File: src/rtl/pipelined_limb_addsub.sv
// Skewed limb-serial adder/subtractor: the carry/borrow moves one LW-bit limb per stage, and a new op is accepted every clock.
// Defining PIPELINED_LIMB_ADDSUB_MODRED_EN adds a final stage that reduces the result modulo MODULUS.
module pipelined_limb_addsub #(
  parameter int W = 256,
  parameter int LIMBS = 4,
  parameter logic [W-1:0] MODULUS = 256'h2523648240000001ba344d80000000086121000000000013a700000000000013
) (
  input  logic         clk,
  input  logic         rst_n,
  input  logic         ce,
  input  logic         in_valid,
  input  logic         sub,
  input  logic [W-1:0] X,
  input  logic [W-1:0] Y,
  output logic         out_valid,
  output logic [W-1:0] Z,
  output logic         cout
);

  localparam int LW = W / LIMBS;

  if (LIMBS < 1) begin : g_bad_limbs
    $error("pipelined_limb_addsub: LIMBS must be >= 1");
  end
  if (W % LIMBS != 0) begin : g_bad_width
    $error("pipelined_limb_addsub: W must be a multiple of LIMBS");
  end
  if (MODULUS == '0) begin : g_bad_modulus
    $error("pipelined_limb_addsub: MODULUS must be nonzero");
  end

  // Handshake: an op is taken on a rising edge with ce=1 and in_valid=1. out_valid stays high for
  // exactly one enabled cycle per op. There is no backpressure, and ce=0 freezes the whole pipe.
  // Stage k holds result limbs 0..k, the unconsumed upper operand limbs and the carry into limb k+1.
  // Y is inverted on entry in sub mode, so every stage only adds.
  for (genvar k = 0; k < LIMBS; k++) begin : g_stage
    localparam int IW = (LIMBS - k) * LW;

    logic                  s_valid, s_sub, s_cin;
    logic [IW-1:0]         s_x, s_y;
    logic [LW:0]           sum;
    logic [(k+1)*LW-1:0]   z_new;
    logic                  valid_d, valid_q, sub_d, sub_q, c_d, c_q;
    logic [(k+1)*LW-1:0]   z_d, z_q;

    if (k == 0) begin : g_src
      always_comb begin
        s_valid = in_valid;
        s_sub   = sub;
        s_cin   = sub;
        s_x     = X;
        s_y     = sub ? ~Y : Y;
        z_new   = sum[LW-1:0];
      end
    end else begin : g_src
      always_comb begin
        s_valid = g_stage[k-1].valid_q;
        s_sub   = g_stage[k-1].sub_q;
        s_cin   = g_stage[k-1].c_q;
        s_x     = g_stage[k-1].g_ops.x_q;
        s_y     = g_stage[k-1].g_ops.y_q;
        z_new   = {sum[LW-1:0], g_stage[k-1].z_q};
      end
    end

    // Data registers only load on a valid op, so bubbles leave the last result in place.
    always_comb begin
      sum     = {1'b0, s_x[LW-1:0]} + {1'b0, s_y[LW-1:0]} + {{LW{1'b0}}, s_cin};
      valid_d = s_valid;
      sub_d   = sub_q;
      c_d     = c_q;
      z_d     = z_q;
      if (s_valid) begin
        sub_d = s_sub;
        c_d   = sum[LW];
        z_d   = z_new;
      end
    end

    always_ff @(posedge clk or negedge rst_n) begin
      if (!rst_n) begin
        valid_q <= 1'b0;
        sub_q   <= 1'b0;
        c_q     <= 1'b0;
        z_q     <= '0;
      end else if (ce) begin
        valid_q <= valid_d;
        sub_q   <= sub_d;
        c_q     <= c_d;
        z_q     <= z_d;
      end
    end

    if (k < LIMBS - 1) begin : g_ops
      logic [IW-LW-1:0] x_d, x_q, y_d, y_q;

      always_comb begin
        x_d = x_q;
        y_d = y_q;
        if (s_valid) begin
          x_d = s_x[IW-1:LW];
          y_d = s_y[IW-1:LW];
        end
      end

      always_ff @(posedge clk or negedge rst_n) begin
        if (!rst_n) begin
          x_q <= '0;
          y_q <= '0;
        end else if (ce) begin
          x_q <= x_d;
          y_q <= y_d;
        end
      end
    end
  end

  logic         raw_valid, raw_sub, raw_c;
  logic [W-1:0] raw_z;

  assign raw_valid = g_stage[LIMBS-1].valid_q;
  assign raw_sub   = g_stage[LIMBS-1].sub_q;
  assign raw_c     = g_stage[LIMBS-1].c_q;
  assign raw_z     = g_stage[LIMBS-1].z_q;

`ifdef PIPELINED_LIMB_ADDSUB_MODRED_EN
  logic [W-1:0] z_minus, z_plus, z_d, z_q;
  logic         cout_d, cout_q, out_valid_d, out_valid_q;

  // In add mode raw_c is the 2^W bit of the sum. In sub mode raw_c=0 means X<Y.
  always_comb begin
    z_minus     = raw_z - MODULUS;
    z_plus      = raw_z + MODULUS;
    out_valid_d = raw_valid;
    z_d         = z_q;
    cout_d      = cout_q;
    if (raw_valid) begin
      if (!raw_sub) begin
        if ({raw_c, raw_z} >= {1'b0, MODULUS}) begin
          z_d    = z_minus;
          cout_d = 1'b1;
        end else begin
          z_d    = raw_z;
          cout_d = 1'b0;
        end
      end else begin
        if (!raw_c) begin
          z_d    = z_plus;
          cout_d = 1'b1;
        end else begin
          z_d    = raw_z;
          cout_d = 1'b0;
        end
      end
    end
  end

  always_ff @(posedge clk or negedge rst_n) begin
    if (!rst_n) begin
      out_valid_q <= 1'b0;
      z_q         <= '0;
      cout_q      <= 1'b0;
    end else if (ce) begin
      out_valid_q <= out_valid_d;
      z_q         <= z_d;
      cout_q      <= cout_d;
    end
  end

  assign out_valid = out_valid_q;
  assign Z         = z_q;
  assign cout      = cout_q;
`else
  assign out_valid = raw_valid;
  assign Z         = raw_z;
  assign cout      = raw_c ^ raw_sub;
`endif

endmodule

File: config.mk
export PLATFORM = sky130hd
export DESIGN_NAME = pipelined_limb_addsub
export DESIGN_NICKNAME = d
export VERILOG_FILES = /design/src/rtl/pipelined_limb_addsub.sv
export SDC_FILE = /design/constraint.sdc
export NUM_CORES = 2
export LEC_CHECK = 0
export ABC_AREA = 0
export CAP_MARGIN = 40
export CELL_PAD_IN_SITES_DETAIL_PLACEMENT = 1
export CELL_PAD_IN_SITES_GLOBAL_PLACEMENT = 1
export CORE_ASPECT_RATIO = 1.1
export CORE_UTILIZATION = 45
export CTS_CLUSTER_SIZE = 24
export DETAILED_ROUTE_END_ITERATION = 16
export HOLD_SLACK_MARGIN = 0.1
export PLACE_DENSITY = 0.89
export SLEW_MARGIN = 20
export SYNTH_ARGS = -nofsm -noshare
export SYNTH_HDL_FRONTEND = slang
export SYNTH_SLANG_ARGS = --single-unit
File: constraint.sdc
create_clock -name clk -period 7 [get_ports clk]
set_clock_uncertainty 0.2 [all_clocks]
set_input_delay 1.4 -clock clk [delete_from_list [all_inputs] [get_ports clk]]
set_output_delay 1.4 -clock clk [all_outputs]
set_load 0.005 [all_outputs]
* Word-level counts from Yosys, hierarchy flattened
Cells that the tools add are included.
** Storage, ports and cells
- Flip-flop bits (word level) :: 1420
- Bits in latches :: 0
- RAM bits :: 0
- Memory bits (read-only) :: 0
- Input bits :: 517
- Output and inout bits :: 258
- Logic and storage cells :: 37
- Memories :: 0
** Cells by class
- $add $sub $neg :: 8
- Multipliers :: 0
- Divide/modulo/power cells :: 0
- Magnitude comparators :: 0
- Eq/ne operators :: 0
- Shifts and indexed selects :: 0
- Muxes and demuxes :: 1
- Bitwise gates (word level) :: 2
- Reductions and logical operators :: 4
** Operators by type and width (number)
- 64-bit by 64-bit adder with 65-bit output :: 4
- 65-bit by 1-bit adder with 65-bit output :: 4
- 256-bit two-way mux :: 1
- 256-bit inverter :: 1
- 2-bit AND reduction :: 4
- 1-bit XOR :: 1

* Depth between registers and ports, before layout
- Depth in word-level cells :: 4
- Mapped depth :: 16
- Gate-level depth less buffers :: 13

* Worst setup path after synthesis
OpenSTA, ideal clock, no wires.
- Path kind :: input -> register
- From :: in sub
- To :: reg g_stage[0].z_q[63]
- Library setup time :: 0.129 ns
- Arrival time :: 4.877 ns
- Data required time :: 6.671 ns
- Slack :: 1.794 ns
- Stages on the path :: 16
- Path buffers :: 4
- Cells stage by stage :: clkbuf_1 buf_1 buf_1 xor2_1 ha_1 buf_2 nand4_1 or3_1 nor3_2 and3_1 nand4_1 a21oi_2 a41oi_2 o311ai_2 xnor2_1 o21ai_1
** On the way
- Word-level cells in the longest chain between the ends :: 3
** Ends and longest elaborated chain
- start, declared :: line 12 : input logic sub,
- 256-bit two-way mux :: line 52 : s_y = sub ? ~Y : Y;
- 64-bit by 64-bit adder with 65-bit output :: line 68 : sum = {1'b0, s_x[LW-1:0]} + {1'b0, s_y[LW-1:0]} + {{LW{1'b0}}, s_cin};
- 65-bit by 1-bit adder with 65-bit output * :: line 68
- end signal, assigned :: line 90 : z_q <= z_d;
- end, declared :: line 44 : logic [(k+1)*LW-1:0] z_d, z_q;
Mark *: on every way between the ends. The rest lies on a longest branch, timed or not.
A chain may end at the register's enable or synchronous reset.

* Final worst setup path
- From :: in sub
- To :: reg g_stage[0].c_q
** On the way
- Word-level cells in the longest chain between the ends :: 3
** Ends and longest elaborated chain
- 256-bit two-way mux :: line 52
- 64-bit by 64-bit adder with 65-bit output :: line 68
- 65-bit by 1-bit adder with 65-bit output * :: line 68
- end signal, assigned :: line 84 : c_q <= 1'b0;
- end signal, assigned :: line 89 : c_q <= c_d;
- end, declared :: line 43 : logic valid_d, valid_q, sub_d, sub_q, c_d, c_q;
Marked as above.

==> metrics.yaml <==
arrival_ns: 5.51
worstSetupPathType: "primary input to register"
floorplan.rows: 150
postCtsSetupBuffers: 0
yosys_register_bits: 1420
area_delta_synth_final_pct: 21.44
tritoncts.num_buffers: 152
timing.final.setup_violations: 0
floorplan_core_area_um2: 152000
achievable-frequency_mhz: 199.4
netlist_instances: 8040
cts_tree: "built"
worst-r2r-setup-slack_ns: 2.21
synthFlopType: "sky130_fd_sc_hd__dfrtp_1"
layout-drive-gt1-share_pct: 4.221
htreeDepth: 4
yosysTopAreaCell: "sky130_fd_sc_hd__dfrtp_1"
totalWireLength_mm: 262.0
reg2reg_from: "g_stage[2].c_q$_DFFE_PN0P_"
cts.sinks: 1420
drt-vias-per-instance: 5.608
whs_path_depth: 2
synthMostInstantiatedCell: "sky130_fd_sc_hd__nand2_1"
cts.reportedPaths.clkPinSlew_ns: 0.06
clk_path_buf_depth: 3
routedWlPerCell_um: 24.47
grt_antenna_before_repair: 39
grt_max_degree: 168
cpMaxStageDelayCell: "sky130_fd_sc_hd__xor2_1"
crit_required_ns: 7.50
finalHoldViolations: 0
worstReg2RegEnd: "Z[250]$_DFFE_PN0P_"
reg2reg_depth: 12
track_usage_pct: 33.63
max_stage_delay_ns: 0.48
drt_iter0_drc: 4362
vias: 60050
hold_path_class: "register to register"
drc_errors: 0
die_h_um: 412.6
clock_insertion_delay_worst_skew_ns: 0.81
crit_top_cell: "sky130_fd_sc_hd__o21a_1"
worstPathBufferInverterCount: 1
irDropWorstVdd_mv: 0.2162
postSynth.asyncResetShare_pct: 100.0
dieWidth_um: 375.3
drt_antenna_net_count: 0
first_global_vias: 64910
post_cts_resized: 0
min_from: "g_stage[0].g_ops.y_q[166]$_DFFE_PN0P_"
yosysSeqAreaShare_pct: 51.51
final_min_period_over_clock_period_pct: 71.63
total_power_mw: 29.59
worst-slew-pin-transition_ns: 1.047
synthesis.area_per_instance_um2: 8.579
grt_first_pass_wirelength_mm: 397.4
start_kind: "primary input"
floorplan.io_pins: 775
outcome: "complete, no violations"
slew-limit-headroom_pct: 30.17
post-route-min-period_ns: 5.014
power.density_nw_per_um2: 353.3
start_util_pct: 45.37
routabilityCongestion: 0.9797
hold_slack_final_ns: 0.2544
timing.critical_path.to_type: "register"
setup-tns-final_ns: 0
synth.top_cells.by_area: "sky130_fd_sc_hd__dfrtp_1 (52%), sky130_fd_sc_hd__nand2_1 (19%), sky130_fd_sc_hd__ha_1 (4.6%), sky130_fd_sc_hd__xnor2_1 (4.1%), sky130_fd_sc_hd__o21ai_0 (3.6%)"
synth_top_cell_area_share_pct: 51.51
grt_overflow_total: 0
cp_cell_sequence: "buf_8 -> xor2_1 -> ha_1 -> nor2b_1 -> o31a_1 -> o311a_1 -> o21a_1 -> o211ai_1 -> a21oi_1 -> o31ai_1 -> and2b_1 -> o311ai_1 -> o21a_1"
synthesis_warning_total: 0
crit_fanout: 58
number_of_nets_produced_by_synthesis: 8816
final_nets: 9374
drv.max_cap_violation_count: 0
synthTopCellsByCount: "sky130_fd_sc_hd__nand2_1 (3546), sky130_fd_sc_hd__dfrtp_1 (1420), sky130_fd_sc_hd__o21ai_0 (499)"
dr.pass1.iters: 6
maxSlewViolCount: 0
rsz0062_at_grt: "false"
hold_end: "g_stage[1].g_ops.y_q[102]$_DFFE_PN0P_"
dpl_hpwl_mm: 188.7
synth_edf_count: 0
cp_top_family: "compound AO/OA/AOI/OAI gates"
combined_area_of_all_synthesized_cells_um2: 68980
placement.io_buffers: 774
yosys.cell_types.count: 92
fp.dieArea_um2: 154900
static-leakage-power_nw: 41.61
ctsRootBufferMaster: "sky130_fd_sc_hd__clkbuf_16"
hold_buffers: 0
## sequential cells by signal (all words and copies together) (netlist names)
register	cells
Z	256
g_stage.c_q	4
g_stage.g_ops.x_q	384
g_stage.g_ops.y_q	384
g_stage.sub_q	4
g_stage.valid_q	3
g_stage.z_q	384
out_valid	1
## cell usage in the layout, fill, tap and decap left out, types with 8 or more instances in the layout
cell type,count
sky130_fd_sc_hd__clkbuf_16,155
sky130_fd_sc_hd__nand2_1,3542
sky130_fd_sc_hd__nand2b_1,22
sky130_fd_sc_hd__o211ai_1,22
sky130_fd_sc_hd__inv_1,71
sky130_fd_sc_hd__a21oi_1,303
sky130_fd_sc_hd__and2_1,13
sky130_fd_sc_hd__a221oi_1,15
sky130_fd_sc_hd__o221ai_1,8
sky130_fd_sc_hd__a21o_1,163
sky130_fd_sc_hd__nor2_1,150
sky130_fd_sc_hd__or2_2,10
sky130_fd_sc_hd__clkinv_2,25
sky130_fd_sc_hd__a31oi_1,28
sky130_fd_sc_hd__buf_12,25
sky130_fd_sc_hd__xnor2_1,322
sky130_fd_sc_hd__a2111oi_0,8
sky130_fd_sc_hd__diode_2,13
sky130_fd_sc_hd__o21a_1,25
sky130_fd_sc_hd__buf_4,35
sky130_fd_sc_hd__dfrtp_1,1420
sky130_fd_sc_hd__nand3_1,46
sky130_fd_sc_hd__o21ai_1,84
sky130_fd_sc_hd__clkbuf_1,21
sky130_fd_sc_hd__nor2b_1,14
sky130_fd_sc_hd__xor2_1,159
sky130_fd_sc_hd__and4_1,8
sky130_fd_sc_hd__clkdlybuf4s50_1,772
sky130_fd_sc_hd__or3_1,15
sky130_fd_sc_hd__nand4_1,81
sky130_fd_sc_hd__bufinv_16,11
sky130_fd_sc_hd__o21ai_0,499
sky130_fd_sc_hd__ha_1,252
sky130_fd_sc_hd__nor3_1,45
sky130_fd_sc_hd__a211oi_1,25
sky130_fd_sc_hd__clkbuf_8,36
sky130_fd_sc_hd__nor4_1,11
sky130_fd_sc_hd__o21bai_1,57
sky130_fd_sc_hd__and3_1,25
sky130_fd_sc_hd__o31ai_1,26
## through the flow
step / cell area, µm² / worst slack (ns) / utilization [%] / instances
after CTS: 83660 / 2.001 / 55.03 / 10690
after floorplan: 68980 / 1.794 / - / 8040
final: 83770 / 1.986 / 55.10 / 10710
after detailed placement: 78430 / 1.141 / 51.59 / 10420
after global routing: 83760 / 1.784 / 55.10 / 10700
after global placement: 78340 / 0.8224 / 51.53 / 10410
## metal layers
layer | global-route usage [%] | wire (µm)
met5 | 0 | 279
met3 | 7.460 | 15140
met4 | 18.28 | 15280
met1 | 39.74 | 103100
met2 | 57.02 | 128200
## final cells by class
cell class,instances,area (µm²)
multi-input cells,6111,31560
well taps,1976,2472
diodes,13,32.53
clock buffers,212,4453
repair buffers,842,8686
fillers,17480,68250
clock inverters,62,768.2
inverters,71,266.5
flip-flops and latches,1420,35530
## cells by family (layout without fill, tap and decap cells)
family                   count (synthesis)  in the layout  synth area share [%]
AND/OR/NAND/NOR                       4013           4013                 22.94
flip-flops                            1420           1420                 51.51
AO/OA/AOI/OAI                         1349           1349                 11.73
buffers and inverters                  509           1187                 2.799
XOR/XNOR                               481            481                 6.107
adder cells (fa/ha/maj)                259            259                 4.774
multiplexers                             9              9                0.1379
other                                    0             13                     0
## worst reg2reg max path: cells and delay by family (launching register included)
kind / cells / cell delay (ns)
DFF: 1 / 0.41
and+or+nand+nor: 3 / 0.63
AOI/OAI and AO/OA: 7 / 2.56
adders and majority gates: 2 / 0.95
## where the power goes
group          leakage, nW  switching [mW]  internal [mW]
clock network         2.57            3.57           4.89
logic                 21.0            5.17           3.69
registers             18.1            1.82           10.5
## worst max path at each step
stage,from,end,depth (start not counted)
2_1_floorplan,sub,g_stage[0].z_q[63]$_DFFE_PN0P_,16
3_3_place_gp,Y[0],g_stage[0].c_q$_DFFE_PN0P_,13
3_5_place_dp,sub,g_stage[0].c_q$_DFFE_PN0P_,13
4_1_cts,Y[0],g_stage[0].c_q$_DFFE_PN0P_,13
5_1_grt,sub,g_stage[0].z_q[47]$_DFFE_PN0P_,13
6_report,sub,g_stage[0].c_q$_DFFE_PN0P_,13
Power figures use the tool's default switching activity.
